<file path="config.mk">
export PLATFORM = sky130hd
export DESIGN_NAME = serial_subtractor
export DESIGN_NICKNAME = d
export VERILOG_FILES = /design/src/rtl/serial_subtractor_pkg.sv /design/src/rtl/serial_subtractor_fs.sv /design/src/rtl/serial_subtractor.sv
export SDC_FILE = /design/constraint.sdc
export NUM_CORES = 1
export LEC_CHECK = 0
export CAP_MARGIN = 20
export CORE_UTILIZATION = 53
export DETAILED_ROUTE_END_ITERATION = 12
export GPL_ROUTABILITY_DRIVEN = 0
export PLACE_DENSITY = 0.84
export SETUP_SLACK_MARGIN = 0.15
export SLEW_MARGIN = 20
export SYNTH_ARGS = -nofsm -noshare
export SYNTH_HDL_FRONTEND = slang
export SYNTH_SLANG_ARGS = --single-unit
export TNS_END_PERCENT = 30
</file>
<file path="constraint.sdc">
create_clock -name clk -period 2.7 [get_ports clk]
set_input_delay 0.54 -clock clk [delete_from_list [all_inputs] [get_ports clk]]
set_output_delay 0.54 -clock clk [all_outputs]
set_load 0.01 [all_outputs]
</file>
<file path="src/rtl/serial_subtractor_pkg.sv">
// Shared types for the bit-serial subtractor: FSM state encoding and the
// bit-counter width helper.
package serial_sub_pkg;

  typedef enum logic [1:0] {
    IDLE  = 2'd0,
    SHIFT = 2'd1,
    DONE  = 2'd2
  } sub_state_t;

  // The counter must hold values up to WIDTH.
  function automatic int CNT_W(input int width);
    return $clog2(width + 1);
  endfunction

endpackage

</file>
<file path="src/rtl/serial_subtractor_fs.sv">
// One-bit full subtractor cell: d = x - y - bin, with borrow out.
module full_subtractor (
  input  logic x,
  input  logic y,
  input  logic bin,
  output logic d,
  output logic bout
);

  // Difference bit and borrow, purely combinational.
  always_comb begin
    d    = x ^ y ^ bin;
    bout = (~x & y) | (~(x ^ y) & bin);
  end

endmodule

</file>
<file path="src/rtl/serial_subtractor.sv">
// Bit-serial two's-complement subtractor: diff = a - b - b_in, LSB first,
// one bit per clock through a single full-subtractor cell and a borrow flop.
// Optional macro SERIAL_SUBTRACTOR_OVF_EN adds a signed-overflow output ovf.
import serial_sub_pkg::*;

module serial_subtractor #(
  parameter int WIDTH = 4
) (
  input  logic             clk,
  input  logic             rst_n,
  input  logic             start,
  input  logic [WIDTH-1:0] a,
  input  logic [WIDTH-1:0] b,
  input  logic             b_in,
  output logic             busy,
  output logic             done,
  output logic [WIDTH-1:0] diff,
`ifdef SERIAL_SUBTRACTOR_OVF_EN
  output logic             ovf,
`endif
  output logic             b_out
);

  localparam int CW = CNT_W(WIDTH);

  sub_state_t       state_q, state_d;
  logic [WIDTH-1:0] a_sr_q, b_sr_q, diff_q;
  logic             borrow_q, bout_q;
  logic [CW-1:0]    cnt_q;
  logic             cell_d, cell_bout;
  logic             accept, last_bit;

`ifdef SERIAL_SUBTRACTOR_OVF_EN
  // MSBs must be captured at accept because the operand registers shift away.
  logic a_msb_q, b_msb_q, ovf_q;
`endif

  full_subtractor u_fs (
    .x    (a_sr_q[0]),
    .y    (b_sr_q[0]),
    .bin  (borrow_q),
    .d    (cell_d),
    .bout (cell_bout)
  );

  assign accept   = start && (state_q == IDLE || state_q == DONE);
  assign last_bit = (cnt_q == CW'(WIDTH - 1));

  // Next-state logic; DONE always leaves after one cycle.
  always_comb begin
    state_d = state_q;
    unique case (state_q)
      IDLE:    if (start) state_d = SHIFT;
      SHIFT:   if (last_bit) state_d = DONE;
      DONE:    state_d = start ? SHIFT : IDLE;
      default: state_d = IDLE;
    endcase
  end

  // State register.
  always_ff @(posedge clk or negedge rst_n) begin
    if (!rst_n) state_q <= IDLE;
    else        state_q <= state_d;
  end

  // Operand load on accept, then one bit per SHIFT cycle; results latch on the last bit.
  always_ff @(posedge clk or negedge rst_n) begin
    if (!rst_n) begin
      a_sr_q   <= '0;
      b_sr_q   <= '0;
      diff_q   <= '0;
      borrow_q <= 1'b0;
      bout_q   <= 1'b0;
      cnt_q    <= '0;
`ifdef SERIAL_SUBTRACTOR_OVF_EN
      a_msb_q  <= 1'b0;
      b_msb_q  <= 1'b0;
      ovf_q    <= 1'b0;
`endif
    end else if (accept) begin
      a_sr_q   <= a;
      b_sr_q   <= b;
      diff_q   <= '0;
      borrow_q <= b_in;
      cnt_q    <= '0;
`ifdef SERIAL_SUBTRACTOR_OVF_EN
      a_msb_q  <= a[WIDTH-1];
      b_msb_q  <= b[WIDTH-1];
`endif
    end else if (state_q == SHIFT) begin
      a_sr_q   <= a_sr_q >> 1;
      b_sr_q   <= b_sr_q >> 1;
      diff_q   <= {cell_d, diff_q[WIDTH-1:1]};
      borrow_q <= cell_bout;
      cnt_q    <= cnt_q + CW'(1);
      if (last_bit) begin
        bout_q <= cell_bout;
`ifdef SERIAL_SUBTRACTOR_OVF_EN
        // cell_d is the result MSB on the last bit.
        ovf_q  <= (a_msb_q != b_msb_q) && (cell_d != a_msb_q);
`endif
      end
    end
  end

  assign busy  = (state_q == SHIFT);
  assign done  = (state_q == DONE);
  assign diff  = diff_q;
  assign b_out = bout_q;
`ifdef SERIAL_SUBTRACTOR_OVF_EN
  assign ovf   = ovf_q;
`endif

endmodule

</file>
## Word-level counts from Yosys, hierarchy flattened

Cells that the tools add are included.

- Equal/unequal tests: 5
- $add $sub $neg: 1
- Reduce and logical (&&, ||, !) cells: 6
- Multiplexer cells: 14
- Bitwise gates (word level): 8

Operator list:

| cell | number |
|---|---|
| $mux 4 | 6 |
| $mux 3 | 2 |
| $pmux 2 s3 | 1 |
| $mux 2 | 2 |
| $add 3x1->3 const B | 1 |
| $eq 3x2->1 const B | 1 |
| $mux 1 | 3 |
| $not 1->1 | 3 |
| $reduce_and 3->1 | 1 |
| $and 1x1->1 | 2 |
| $eq 2x1->1 const B | 1 |
| $eq 2x2->1 const B | 1 |
| $logic_not 2->1 | 1 |
| $ne 2x1->1 const B | 1 |
| $ne 2x2->1 const B | 1 |
| $reduce_and 2->1 | 1 |
| $reduce_bool 2->1 | 1 |
| $xor 1x1->1 | 2 |
| $logic_and 1x1->1 | 1 |
| $logic_or 1x1->1 | 1 |
| $or 1x1->1 | 1 |

- Register bits after elaboration: 19
- Word-level logic and storage cells: 41

## Logic depth before layout (Yosys ltp)

- Depth after elaboration: 6
- Gate-level depth with buffers: 5

## Modules after synthesis

A second synthesis with hierarchy kept.

- Cell total of the unflattened synthesis: 80
- Area, all modules: 1042.2 um^2

By module, submodules not included:

| module | sequential area each (um^2) | cells each | times used | area each (um^2) |
|---|---|---|---|---|
| serial_subtractor | 475.5 | 76 | 1 | 1011.0 |
| full_subtractor | 0.0 | 4 | 1 | 31.3 |

## Least setup slack after synthesis

No wires, ideal clock.

- Path type: reg-to-output
- Start: register state_q[1]
- End: output port done
- Path buffers: 2
- Required time: 2160 ps
- Setup slack: 1340 ps
- Stages on the path, launching flop included: 4
- Arrival time: 820 ps
- Cell sequence: dfrtp_1 -> clkbuf_2 -> buf_6 -> nor2b_1

- Word-level cells in the longest chain between the ends: 1

RTL lines:

| item | RTL line | source |
|---|---|---|
| start, declared | serial_subtractor.sv:26 | `sub_state_t state_q, state_d;` |
| start signal, assigned | serial_subtractor.sv:63 | `else state_q <= state_d;` |
| $eq 2x2->1 | serial_subtractor.sv:107 | `assign done = (state_q == DONE);` |
| end, declared | serial_subtractor.sv:16 | `output logic done,` |

No other way between the ends.

## Worst setup path in the final report

- Start: register state_q[0]
- End: output port busy

- Word-level cells in the longest chain between the ends: 1

RTL lines:

| item | RTL line | source |
|---|---|---|
| $eq 2x1->1 | serial_subtractor.sv:106 | `assign busy = (state_q == SHIFT);` |
| end, declared | serial_subtractor.sv:15 | `output logic busy,` |

No other way between the ends.

==> metrics <==
outcome=completed; largest net degree at the start of global routing=20; Top FF cell, synth=dfrtp_1; DRT iter0 DRCs=3; die area=~2000 um^2; Port-buffer cells=18; IO Count=19; n_diodes=0; Final #Nets=119; Worst Path Buf+Inv=2; Die H=about 45 um; H-tree depth=1; drt via density=between 5 and 6; Hold Crit Class=reg2reg; HP Start=cnt_q[2]; Synth top area share=0.490; CP Max Fanout=15; Slew Limit Fails=0; Reg clk slew, reported paths=approximately 0.11 ns; final setup violation count=0; worst flop-to-flop path startpoint=state_q[0]; most instantiated cells after synthesis=19 x dfrtp_1, 8 x mux2i_1, 7 x a211oi_1, 7 x a21oi_1; crit end category=output port; PostCTS Resize Cnt=0; R2R Path End=cnt_q[0]; fin crit share=0.870; Final min period=2.35 ns; root buf cell=clkbuf_4; Filler cells=around 140; Residual DRC=0; warning count from the yosys run=0; Routed WL=approximately 1700 um; Initial Util=0.562; max-cap violations=0; actual slew at the worst max-slew pin=about 0.8 ns; first-pass GRT wire length=2840 um; Max Buffers Root-to-Sink=2; CTS Hold Buffers Added=0; Setup crit start kind=register; vias in the first global route=about 620; dpl hpwl=roughly 1200 um; Cell Pwr Density=a little over 1000 nW/um^2; top-count cell post-synth=dfrtp_1; CP arrival=1.81 ns; final hold violations=0; Final Skew=between 0.002 and 0.0025 ns; asr flop ratio synth=1.00; antenna violations before repair=0; Post-Syn Area=about 970 um^2; TritonCTS Buffers=3; Core ar.=1730 um^2; cell taking the most area after synthesis=dfrtp_1; Tot GR Track Use=0.201; delay-heaviest family, CP=buffers and inverters; largest cells by area after synthesis=dfrtp_1 49%, mux2i_1 8.3%, a211oi_1 5.4%; Power Total=around 1.2 mW; setup_tns=0 ns; Slew HR=0.450; crit-path max cell delay=approximately 0.63 ns; P_leak=0.534 nW; fmax=around 430 MHz; CTS tree=built; RSZ-0062 raised after global routing=false; number of synthesized flops with an enable pin=0; Clock Sinks=19; CP required=2.16 ns; syn avg cell area=between 10 and 15 um^2; # rows=15; setup ws final=between 0.3 and 0.4 ns; share of cells above drive strength 1=0.107; Mapped Cells=85; Critical-path top delay cell=dfrtp_1; post-place setup slack=0.566 ns; maximum vdd drop=572 uV; synthesized flop and latch total=19; sequential area share after synthesis=0.490; WHS Path Cells=1; Wirelength per Cell=13.0 um; Post-DRT Antenna Nets=0; routed vias=~680; CP Depth=3; Worst Setup Path Type=reg2out; Skew-Pair Late Insertion Delay=approximately 0.29 ns; total congestion overflow=0; post-CTS setup buffer count=0; TritonRoute pass-1 iters=3; post-synth cell types=26; worst hold path endpoint=cnt_q[2]; syn_nets=100; FF-to-FF path depth=4; flop2flop setup slack=about 1.1 ns; Layout area overhead=22.3%; Cell Chain, Critical Path=nand2b_1, inv_1, clkdlybuf4s50_1; Die W=44.8 um
==> through the flow <==
stage / hold WS, ns / cell area (um^2) / utilization / cells
floorplan: 0.244 / 970 / - / 85
global placement: 0.476 / 1160 / 0.671 / 124
detailed placement: 0.473 / 1160 / 0.671 / 124
CTS: 0.505 / 1190 / 0.687 / 128
global route: 0.527 / 1190 / 0.687 / 128
finish: 0.510 / 1190 / 0.687 / 128
==> cells by family (layout without fill, tap and decap cells) <==
| logic type | count (synthesis) | after routing | share of synthesized area |
|---|---|---|---|
| adders and majority gates | 3 | 3 | 0.0464 |
| AOI/OAI and AO/OA | 25 | 25 | 0.174 |
| and+or+nand+nor | 14 | 14 | 0.0942 |
| DFF | 19 | 19 | 0.490 |
| muxes | 12 | 12 | 0.133 |
| buffers and inverters | 12 | 30 | 0.0619 |
==> routing by layer <==
metal	track usage	vias to the layer above	part of all wire	wire (um)
li1	-	337	-	-
met1	0.284	327	0.50	827
met2	0.312	11	0.46	757
met3	0.0360	4	0.030	50
met4	0.0727	0	0.014	24
met5	0	-	0	0
==> where the power goes <==
group | switching [mW] | internal [mW] | total, mW
logic | 0.244 | 0.315 | 0.560
registers | 0.119 | 0.412 | 0.531
clock network | 0.0862 | 0.0551 | 0.141
==> cell type report <==
cell class	count	area, um^2	area share
sequential	19	475	0.401
inverter	6	22.5	0.0190
tap	25	31.3	0.0264
clock buffer	3	22.5	0.0190
multi-input combinational	54	434	0.366
clock inverter	1	5.00	0.00422
timing repair buffer	20	195	0.165
==> flip-flops by register name (all words and copies together), names as in the netlist <==
signal    flops
borrow_q      1
state_q       2
diff          4
b_out         1
cnt_q         3
a_sr_q        4
b_sr_q        4
==> placed cells by master (no fill, tap or decap) <==
cell	Yosys	layout
dfrtp_1	19	19
clkdlybuf4s50_1	0	18
mux2i_1	8	8
a211oi_1	7	7
a21oi_1	7	7
inv_1	6	6
and2b_1	6	6
a22o_1	5	5
mux2_2	3	3
o21ai_0	3	3
clkbuf_4	0	3
nor2b_1	2	2
nand3_1	2	2
ha_1	2	2
buf_4	1	2
nand2b_1	1	1
nor2_2	1	1
a21o_1	1	1
nand3b_1	1	1
nand2_1	1	1
o2bb2ai_1	1	1
o22ai_1	1	1
mux2_4	1	1
fa_1	1	1
clkinv_2	0	1
==> how the worst max path moves through the flow <==
stage,from,to
5_1_grt,state_q[0],busy
3_3_place_gp,start,cnt_q[0]
4_1_cts,state_q[0],busy
6_report,state_q[0],busy
2_1_floorplan,state_q[1],done
3_5_place_dp,start,cnt_q[0]
No activity file was read; power rests on OpenSTA's default activity.
